[src/rtl/debounce_pwm_quartsine_pkg.sv]
// Shared constants and the quarter-wave sine table for the audio front-end.
// Table entries are round(1023*sin(pi*k/128)) for k = 0..64.
package debounce_pwm_quartsine_pkg;

    localparam int ADDR_W   = 8;
    localparam int PWM_W    = 11;
    localparam int SINE_MID = 1024;
    localparam int SINE_AMP = 1023;
    localparam int Q_W      = $clog2(SINE_AMP + 1);
    localparam int Q_LAST   = 64;

    typedef logic [Q_W-1:0] qsample_t;

    localparam qsample_t QUARTER_TAB [0:Q_LAST] = '{
        10'd0,    10'd25,   10'd50,   10'd75,   10'd100,  10'd125,  10'd150,  10'd175,
        10'd200,  10'd224,  10'd249,  10'd273,  10'd297,  10'd321,  10'd345,  10'd368,
        10'd391,  10'd415,  10'd437,  10'd460,  10'd482,  10'd504,  10'd526,  10'd547,
        10'd568,  10'd589,  10'd609,  10'd629,  10'd649,  10'd668,  10'd687,  10'd705,
        10'd723,  10'd741,  10'd758,  10'd775,  10'd791,  10'd806,  10'd822,  10'd836,
        10'd851,  10'd864,  10'd877,  10'd890,  10'd902,  10'd914,  10'd925,  10'd935,
        10'd945,  10'd954,  10'd963,  10'd971,  10'd979,  10'd986,  10'd992,  10'd998,
        10'd1003, 10'd1008, 10'd1012, 10'd1015, 10'd1018, 10'd1020, 10'd1022, 10'd1023,
        10'd1023
    };

    function automatic qsample_t quarter_q(input logic [6:0] k);
        return (k > 7'(Q_LAST)) ? '0 : QUARTER_TAB[k];
    endfunction

endpackage

[src/rtl/debounce_pwm_quartsine_if.sv]
// Signal bundle between the note-sequencing logic (master) and the audio front-end (slave).
interface debounce_pwm_quartsine_if;
    import debounce_pwm_quartsine_pkg::*;

    logic              btn_in;
    logic              btn_db;
    logic [ADDR_W-1:0] addr;
    logic [PWM_W-1:0]  sine_out;
    logic [PWM_W-1:0]  pwm_in;
    logic              pwm_out;

    modport master (
        output btn_in, addr, pwm_in,
        input  btn_db, sine_out, pwm_out
    );

    modport slave (
        input  btn_in, addr, pwm_in,
        output btn_db, sine_out, pwm_out
    );

endinterface

[src/rtl/debounce_pwm_quartsine_quarter_sine_rom.sv]
// Phase address to offset-binary sine sample, folded from a quarter-wave table.
// One register stage after the lookup so it behaves like a block RAM read.
module quarter_sine_rom
    import debounce_pwm_quartsine_pkg::*;
(
    input  logic              clk,
    input  logic              rst,
    input  logic [ADDR_W-1:0] addr,
    output logic [PWM_W-1:0]  sample
);

    logic [1:0]       quad;
    logic [5:0]       idx;
    logic [6:0]       k;
    qsample_t         m;
    logic [PWM_W-1:0] sample_d;

    // Odd quadrants read the table backwards; the upper half-period is mirrored below mid-scale.
    always_comb begin
        quad     = addr[ADDR_W-1 -: 2];
        idx      = addr[5:0];
        k        = quad[0] ? (7'(Q_LAST) - {1'b0, idx}) : {1'b0, idx};
        m        = quarter_q(k);
        sample_d = quad[1] ? (PWM_W'(SINE_MID) - PWM_W'(m))
                           : (PWM_W'(SINE_MID) + PWM_W'(m));
    end

    always_ff @(posedge clk) begin
        if (rst) begin
            sample <= PWM_W'(SINE_MID);
        end else begin
            sample <= sample_d;
        end
    end

endmodule

[src/rtl/debounce_pwm_quartsine.sv]
// Audio front-end: button debouncer, quarter-wave sine lookup and single-bit PWM output.
module debounce_pwm_quartsine
    import debounce_pwm_quartsine_pkg::*;
#(
    parameter int DB_CYCLES = 1_000_000
)
(
    input  logic                    clk,
    input  logic                    rst,
    debounce_pwm_quartsine_if.slave bus
);

    localparam int DB_W = $clog2(DB_CYCLES);
    localparam logic [DB_W-1:0] DB_LAST = DB_W'(DB_CYCLES - 1);
    localparam logic [PWM_W-1:0] PWM_LAST = '1;

    logic [1:0]       sync_q;
    logic [DB_W-1:0]  db_cnt;
    logic             btn_db_q;
    logic [PWM_W-1:0] sine_q;
    logic [PWM_W-1:0] pwm_cnt;
    logic [PWM_W-1:0] duty;
    logic [PWM_W-1:0] cnt_next;
    logic [PWM_W-1:0] duty_next;
    logic             pwm_q;

    // Any cycle where the synchronized level agrees with btn_db restarts the count.
    always_ff @(posedge clk) begin
        if (rst) begin
            sync_q   <= 2'b00;
            db_cnt   <= '0;
            btn_db_q <= 1'b0;
        end else begin
            sync_q <= {sync_q[0], bus.btn_in};
            if (sync_q[1] == btn_db_q) begin
                db_cnt <= '0;
            end else if (db_cnt == DB_LAST) begin
                btn_db_q <= sync_q[1];
                db_cnt   <= '0;
            end else begin
                db_cnt <= db_cnt + 1'b1;
            end
        end
    end

    quarter_sine_rom u_rom (
        .clk    (clk),
        .rst    (rst),
        .addr   (bus.addr),
        .sample (sine_q)
    );

    // Duty only changes at the period boundary so a pulse is never cut short or stretched.
    always_comb begin
        cnt_next  = pwm_cnt + 1'b1;
        duty_next = (pwm_cnt == PWM_LAST) ? bus.pwm_in : duty;
    end

    always_ff @(posedge clk) begin
        if (rst) begin
            pwm_cnt <= '0;
            duty    <= '0;
            pwm_q   <= 1'b0;
        end else begin
            pwm_cnt <= cnt_next;
            duty    <= duty_next;
            pwm_q   <= (cnt_next < duty_next);
        end
    end

    assign bus.btn_db   = btn_db_q;
    assign bus.sine_out = sine_q;
    assign bus.pwm_out  = pwm_q;

endmodule

[src/flat_wrapper.sv]
// flat-port wrapper written by rule: the top's interface ports become plain ports
module debounce_pwm_quartsine_flat import debounce_pwm_quartsine_pkg::*;
#(
    parameter int DB_CYCLES = 1_000_000
)
  (clk, rst, bus_btn_in, bus_addr, bus_pwm_in, bus_btn_db, bus_sine_out, bus_pwm_out);
  debounce_pwm_quartsine_if bus_i ();
  input  logic clk;
  input  logic rst;
  input wire logic [$bits(bus_i.btn_in)-1:0] bus_btn_in;
  input wire logic [$bits(bus_i.addr)-1:0] bus_addr;
  input wire logic [$bits(bus_i.pwm_in)-1:0] bus_pwm_in;
  output wire logic [$bits(bus_i.btn_db)-1:0] bus_btn_db;
  output wire logic [$bits(bus_i.sine_out)-1:0] bus_sine_out;
  output wire logic [$bits(bus_i.pwm_out)-1:0] bus_pwm_out;
  assign bus_i.btn_in = bus_btn_in;
  assign bus_i.addr = bus_addr;
  assign bus_i.pwm_in = bus_pwm_in;
  assign bus_btn_db = bus_i.btn_db;
  assign bus_sine_out = bus_i.sine_out;
  assign bus_pwm_out = bus_i.pwm_out;
  debounce_pwm_quartsine #(.DB_CYCLES(DB_CYCLES)) u_core (.clk(clk), .rst(rst), .bus(bus_i));
endmodule
[config.mk]
export PLATFORM = sky130hd
export DESIGN_NAME = debounce_pwm_quartsine_flat
export DESIGN_NICKNAME = d
export VERILOG_FILES = /design/src/rtl/debounce_pwm_quartsine_pkg.sv /design/src/rtl/debounce_pwm_quartsine_if.sv /design/src/rtl/debounce_pwm_quartsine_quarter_sine_rom.sv /design/src/rtl/debounce_pwm_quartsine.sv /design/src/flat_wrapper.sv
export SDC_FILE = /design/constraint.sdc
export NUM_CORES = 1
export LEC_CHECK = 0
export BUFFER_PORTS_ARGS = -buffer_cell sky130_fd_sc_hd__buf_2
export CAP_MARGIN = 20
export CORE_UTILIZATION = 25
export DETAILED_ROUTE_END_ITERATION = 10
export GPL_TIMING_DRIVEN = 0
export HOLD_SLACK_MARGIN = 0.1
export PLACE_DENSITY = 0.41
export SLEW_MARGIN = 20
export SYNTH_ARGS = -nofsm -noshare
export SYNTH_HDL_FRONTEND = slang
export SYNTH_SLANG_ARGS = --single-unit
export TNS_END_PERCENT = 20
[constraint.sdc]
create_clock -name clk -period 5.9 [get_ports clk]
set_input_delay 1.18 -clock clk [delete_from_list [all_inputs] [get_ports clk]]
set_output_delay 1.18 -clock clk [all_outputs]
set_load 0.02 [all_outputs]
# Word-level counts from Yosys, hierarchy flattened
# Memory sizes are Yosys's and may differ from the RTL's.
# Index checks and enable logic that the tools add are counted.
# totals
rom_bits	1280
word_cells	29
input_bits	22
regBits	57
n_memories	1
output_inout_bits	13
# op_classes
n_eq_ne	3
reduce_logical	2
muxes	6
n_lt_le_gt_ge	3
addsub	5
bitwise	2
# mem_list
memory	words	word_bits	read_ports	rd_ports_with_merged_regs	wr	line_no	source
(no name shown)	128	10	1	0	0	debounce_pwm_quartsine_pkg.sv:27	return (k > 7'(Q_LAST)) ? '0 : QUARTER_TAB[k];
# op_table
op	count
10-bit 2-to-1 mux	3
11-bit 2-to-1 mux	2
20-bit by 1-bit adder with 20-bit output, second input constant	1
20-bit == test, second input constant	1
11-bit by 1-bit adder with 11-bit output, second input constant	1
11-bit by 10-bit adder with 11-bit output, first input constant	1
11-bit == test, second input constant	1
11-bit < comparator	1
11-bit by 10-bit subtractor with 11-bit output, first input constant	1
8-bit greater-or-equal comparator, second input constant	1
7-bit NOT with 8-bit output	1
7-bit greater-than comparator, second input constant	1
7-bit 2-to-1 mux	1
7-bit by 6-bit subtractor with 7-bit output, first input constant	1
3-bit OR reduction	1
2-bit AND reduction	1
1-bit == test	1
1-bit NOT	1

# Longest topological paths before layout
# logic_depth
word_depth	9
depth_mapped	19

# Modules after synthesis
# A second synthesis with hierarchy kept.
# hier_totals
cells_unflattened	571
area_unflattened_um2	4593.2
# modules_own_cells
module	n_inst	cells_each	seq_area_each_um2	area_per_inst_um2
quarter_sine_rom	1	345	220.2	2481.1
debounce_pwm_quartsine	1	226	920.9	2112.0

# Least setup slack after synthesis
# Ideal clock, no wire load.
# synth_timing
path_type	input to register
startpoint	input port bus_addr[0]
endpoint	register u_core.u_rom.sample[8]
t_arrival_ps	4553
required_ps	5838
setup_ps	62
cell_stages	18
setup_slack_ps	1284
path_buffers	2
path_cell_list	clkbuf_1 -> inv_1 -> ha_1 -> clkbuf_1 -> nand2_1 -> nand2_1 -> ha_1 -> inv_1 -> mux4_2 -> nor2_1 -> o32ai_1 -> a21oi_1 -> inv_1 -> ha_1 -> o31ai_1 -> or2_2 -> or3_1 -> nand3_1
# synth_via
elab_chain_len	9
# synth_lines
item	line_no	source
start: declaration	flat_wrapper.sv:11	input wire logic [$bits(bus_i.addr)-1:0] bus_addr;
7-bit by 6-bit subtractor with 7-bit output	debounce_pwm_quartsine_quarter_sine_rom.sv:22	k = quad[0] ? (7'(Q_LAST) - {1'b0, idx}) : {1'b0, idx};
7-bit 2-to-1 mux *	debounce_pwm_quartsine_quarter_sine_rom.sv:22	
7-bit NOT with 8-bit output (implied by the code)	debounce_pwm_quartsine_pkg.sv:27	
memory 128 x 10 bit	n/a	
10-bit 2-to-1 mux (implied by the code) (2 in series)	debounce_pwm_quartsine_pkg.sv:27	
10-bit 2-to-1 mux *	debounce_pwm_quartsine_pkg.sv:27	
11-bit by 10-bit adder with 11-bit output or 11-bit by 10-bit subtractor with 11-bit output (tied branches)	debounce_pwm_quartsine_quarter_sine_rom.sv:25, debounce_pwm_quartsine_quarter_sine_rom.sv:24	
11-bit 2-to-1 mux *	debounce_pwm_quartsine_quarter_sine_rom.sv:24	sample_d = quad[1] ? (PWM_W'(SINE_MID) - PWM_W'(m))
end signal: assignment	debounce_pwm_quartsine_quarter_sine_rom.sv:30	sample <= PWM_W'(SINE_MID);
end signal: assignment	debounce_pwm_quartsine_quarter_sine_rom.sv:32	sample <= sample_d;
end: declaration	debounce_pwm_quartsine_quarter_sine_rom.sv:9	output logic [PWM_W-1:0] sample
# Every way passes the cells marked *; elsewhere a longest branch is shown, timed or not. The select of a mux whose other input is x is not followed.
# A chain may end at the register's enable or synchronous reset.

# Final worst setup path
# Ends and elaborated chain as after synthesis.

==> reports/metrics.cfg <==
[setup_path]
cp.arrival_ns = 5.61
cp_max_fo = 11
reg2reg_to = u_core.bus.pwm_out
endpoint_kind = flip-flop
crit_required_ns = 6.16
r2r_start = u_core.pwm_cnt[0]
crit_type = primary input to flip-flop
r2r_cells = 15
r2r_slack_ns = 2.20
worst_setup_path_start_kind = primary input

[sta]
period_share_pct = 90.7
fin_ws_ns = 0.549
maxSlewViolCount = 0
finalClockSkew_ns = 0.00746
fin_setup_tns_ns = 0
slew_headroom_pct = 48.3
max_freq_mhz = 187
setup_violations = 0
hold_viol = 0
timing.final.crit_period_ns = 5.35
tightest_slew_ns = 0.773
rsz0062_at_grt = false

[placement]
placed_cells = 759
portBuffers = 31
gp_congestion = 0.831
post-place-ws_ns = -0.154
dp_hpwl_mm = 9.01
dpl-instance-area_mm2 = 0.00450

[final_layout]
num-nets-final = 601
area_growth_pct = 17.8
fill_cells = 1755
multi_input_area_mm2 = 0.00273
regArea_mm2 = 0.00114
instances_no_fill = 775
diodes = 0
final_area_mm2 = 0.00480
post-route-util_pct = 30.2
drive_above_1_share_pct = 14.0

[die]
fp.dieW_um = 130
row_count = 46
io_pins = 35
core_mm2 = 0.0159
fp.dieH_um = 130
dieArea_mm2 = 0.0168
start_util_pct = 25.6

[worst_hold_path]
whs_endpoint = u_core.db_cnt[0]
hp-class = flip-flop to flip-flop
min-delay-start = u_core.db_cnt[0]
holdPathStages = 1

[logic_synthesis]
synth_edf_count = 0
ys_warn_count = 0
synth.avg_cell_area_um2 = 7.95
yosysSeqAreaShare_pct = 28.0
syn_nets = 559
synth_cell_types = 63
synth_top_flop_cell = dfxtp_1
syn_inst = 512
async_reset_ff_share_pct = 0
syn_area_mm2 = 0.00407
ys_seq_elements = 57

[clock_tree]
post_cts_buffers = 0
cts_tree = built
insertion_delay_ns = 0.32
cts_buffers = 9
holdBufCountCts = 0
cts.sinks = 57
cts_max_path_buffers = 2
clkTransAtPathRegs_ns = 0.05
cts_root_buf = clkbuf_16
cts.htree.levels = 3

[run]
maxCapViolations = 0

[power_and_ir_drop]
swShare_pct = 30.2
p_sw_w = 0.000369
cellPowerDensity_mw_per_mm2 = 255
ir_drop_mv = 0.101
pwr-share-seq_pct = 33.5
p_leak_nw = 1.91
p_clk_share_pct = 40.7
internal_power_w = 0.000854
p_comb_share_pct = 25.8

[drt]
wl_met1_mm = 5.56
drt-initial-drc-count = 256
vias = 3900
met3_length_um = 390
top_layer = met4
wl_mm = 11.8
wl_met2_mm = 5.54
vias_per_cell = 5.03
drc_errors = 0
ant_nets = 0
firstDrtPassIters = 4
wl_per_cell_um = 15.2

[global_routing]
antenna_found_initial = 0
grt_pass1_wl_mm = 19.3
grt_usage_pct = 14.8
grt_pass1_vias = 3795
grt_max_degree = 12
grt_overflow = 0

[run_status]
status = finished, final reports clean

through the flow:
| step | hold slack (ns) | power [W] |
|---|---|---|
| finish | 0.455 | 0.00122 |
| global route | 0.474 | 0.00129 |
| CTS | 0.459 | 0.00123 |
| detailed placement | 0.438 | 0.000728 |
| global placement | 0.430 | 0.000727 |
| floorplan | 0.414 | 0.000635 |
layer usage:
layer / up-vias / global-route usage, %
met1: 1887 / 19.4
li1: 1922 / -
met2: 71 / 24.2
met3: 20 / 2.56
met4: 0 / 5.20
met5: - / 0
layout make-up:
type | count | share of cell area, %
clock inverters | 3 | 0.835
repair buffers | 31 | 3.23
plain buffers | 33 | 3.13
clock buffers | 13 | 5.22
well taps | 216 | 5.63
multi-input cells | 407 | 57.0
flip-flops and latches | 57 | 23.8
inverters | 15 | 1.17
state kept, by name (all words and copies together) (netlist names):
signal / flops
u_core.pwm_cnt: 11
u_core.bus.btn_db: 1
u_core.u_rom.sample: 11
u_core.bus.pwm_out: 1
u_core.duty: 11
u_core.db_cnt: 20
u_core.sync_q: 2
timing repair:
item / CTS / global route
endpoints found under the setup margin: 0 / 5
hold endpoints to repair: 0 / 0
resized for setup: 0 / 3
layout by cell type (no fill, tap or decap), types with 4 or more instances in the layout:
cell type  netlist  layout
a21oi_1         23      23
ha_1            25      25
xnor2_1         21      21
a31o_2           7       7
buf_1            4       4
o22ai_1          7       7
buf_2           11      42
a211oi_1         7       7
o31ai_1          4       4
and3_1           8       8
inv_1           15      15
nand2_1         38      38
xor2_1          19      19
nor3_1          14      14
o21ai_0         18      18
clkbuf_16        0       9
or3_1            4       4
nand2b_1        11      11
nor4_1           6       6
clkbuf_1        16      18
nand4_1          7       7
nand3_1         23      23
dfxtp_1         57      57
o211ai_1         4       4
a31oi_1          8       8
nor2_1          67      67
nor2b_1         17      17
mux2i_1         16      16
critical path, cell delays in order:
cell and delay [ns]:
buf_2 0.24, clkbuf_2 0.32, inv_1 0.20, ha_1 0.32, clkbuf_1 0.32, nand2_1 0.12, nand2_1 0.32, ha_1 0.21
clkbuf_1 0.33, mux4_2 0.31, nor2_1 0.05, o32ai_2 0.41, a21oi_1 0.17, inv_1 0.08, ha_1 0.16, o31ai_1 0.11
or2_2 0.32, or3_1 0.34, nand3_1 0.06
cell usage after synthesis (4+ instances only):
| master | n | area share, % |
|---|---|---|
| nand3_1 | 23 | 2.8 |
| xnor2_1 | 21 | 4.5 |
| ha_1 | 25 | 7.7 |
| nor2b_1 | 17 | 2.6 |
| nor4_1 | 6 | 0.92 |
| a31oi_1 | 8 | 1.2 |
| a21oi_1 | 23 | 2.8 |
| nor2_1 | 67 | 6.2 |
| or3_1 | 4 | 0.61 |
| a31o_2 | 7 | 1.5 |
| a211oi_1 | 7 | 1.3 |
| xor2_1 | 19 | 4.1 |
| dfxtp_1 | 57 | 28 |
| mux2i_1 | 16 | 3.9 |
| o21ai_0 | 18 | 2.2 |
| clkbuf_1 | 16 | 1.5 |
| nand2_1 | 38 | 3.5 |
| buf_1 | 4 | 0.37 |
| inv_1 | 15 | 1.4 |
| o211ai_1 | 4 | 0.74 |
| o31ai_1 | 4 | 0.74 |
| nor3_1 | 14 | 1.7 |
| and3_1 | 8 | 1.2 |
| o22ai_1 | 7 | 1.1 |
| o32ai_1 | 4 | 0.86 |
| nand2b_1 | 11 | 1.7 |
| nand4_1 | 7 | 1.1 |
| buf_2 | 11 | 1.4 |
power groups by stage:
stage,Sequential (W),Combinational (W),Clock (W)
after floorplan,0.000435,0.000201,0
after global placement,0.000418,0.000310,0
after detailed placement,0.000418,0.000310,0
after CTS,0.000410,0.000312,0.000513
after global routing,0.000411,0.000350,0.000533
final,0.000410,0.000315,0.000498
cells by family after synthesis:
kind of cell               Yosys count  share of synthesized area (%)
buffers and inverters               48                           5.04
and+or+nand+nor                    209                           25.0
xor gates and xnor gates            41                           9.28
DFF                                 57                           28.0
AOI/OAI and AO/OA                  113                           19.9
muxes                               19                           5.04
adders and majority gates           25                           7.68
worst max path at each step:
stage / start / to / slack (ns)
2_1_floorplan: bus_addr[0] / u_core.u_rom.sample[8] / 1.28
3_3_place_gp: bus_addr[0] / u_core.u_rom.sample[8] / -0.28
3_5_place_dp: bus_addr[0] / u_core.u_rom.sample[8] / -0.15
4_1_cts: bus_addr[0] / u_core.u_rom.sample[8] / 0.15
5_1_grt: bus_addr[0] / u_core.u_rom.sample[8] / 0.14
6_report: bus_addr[0] / u_core.u_rom.sample[8] / 0.55
Power figures use the tool's default switching activity.
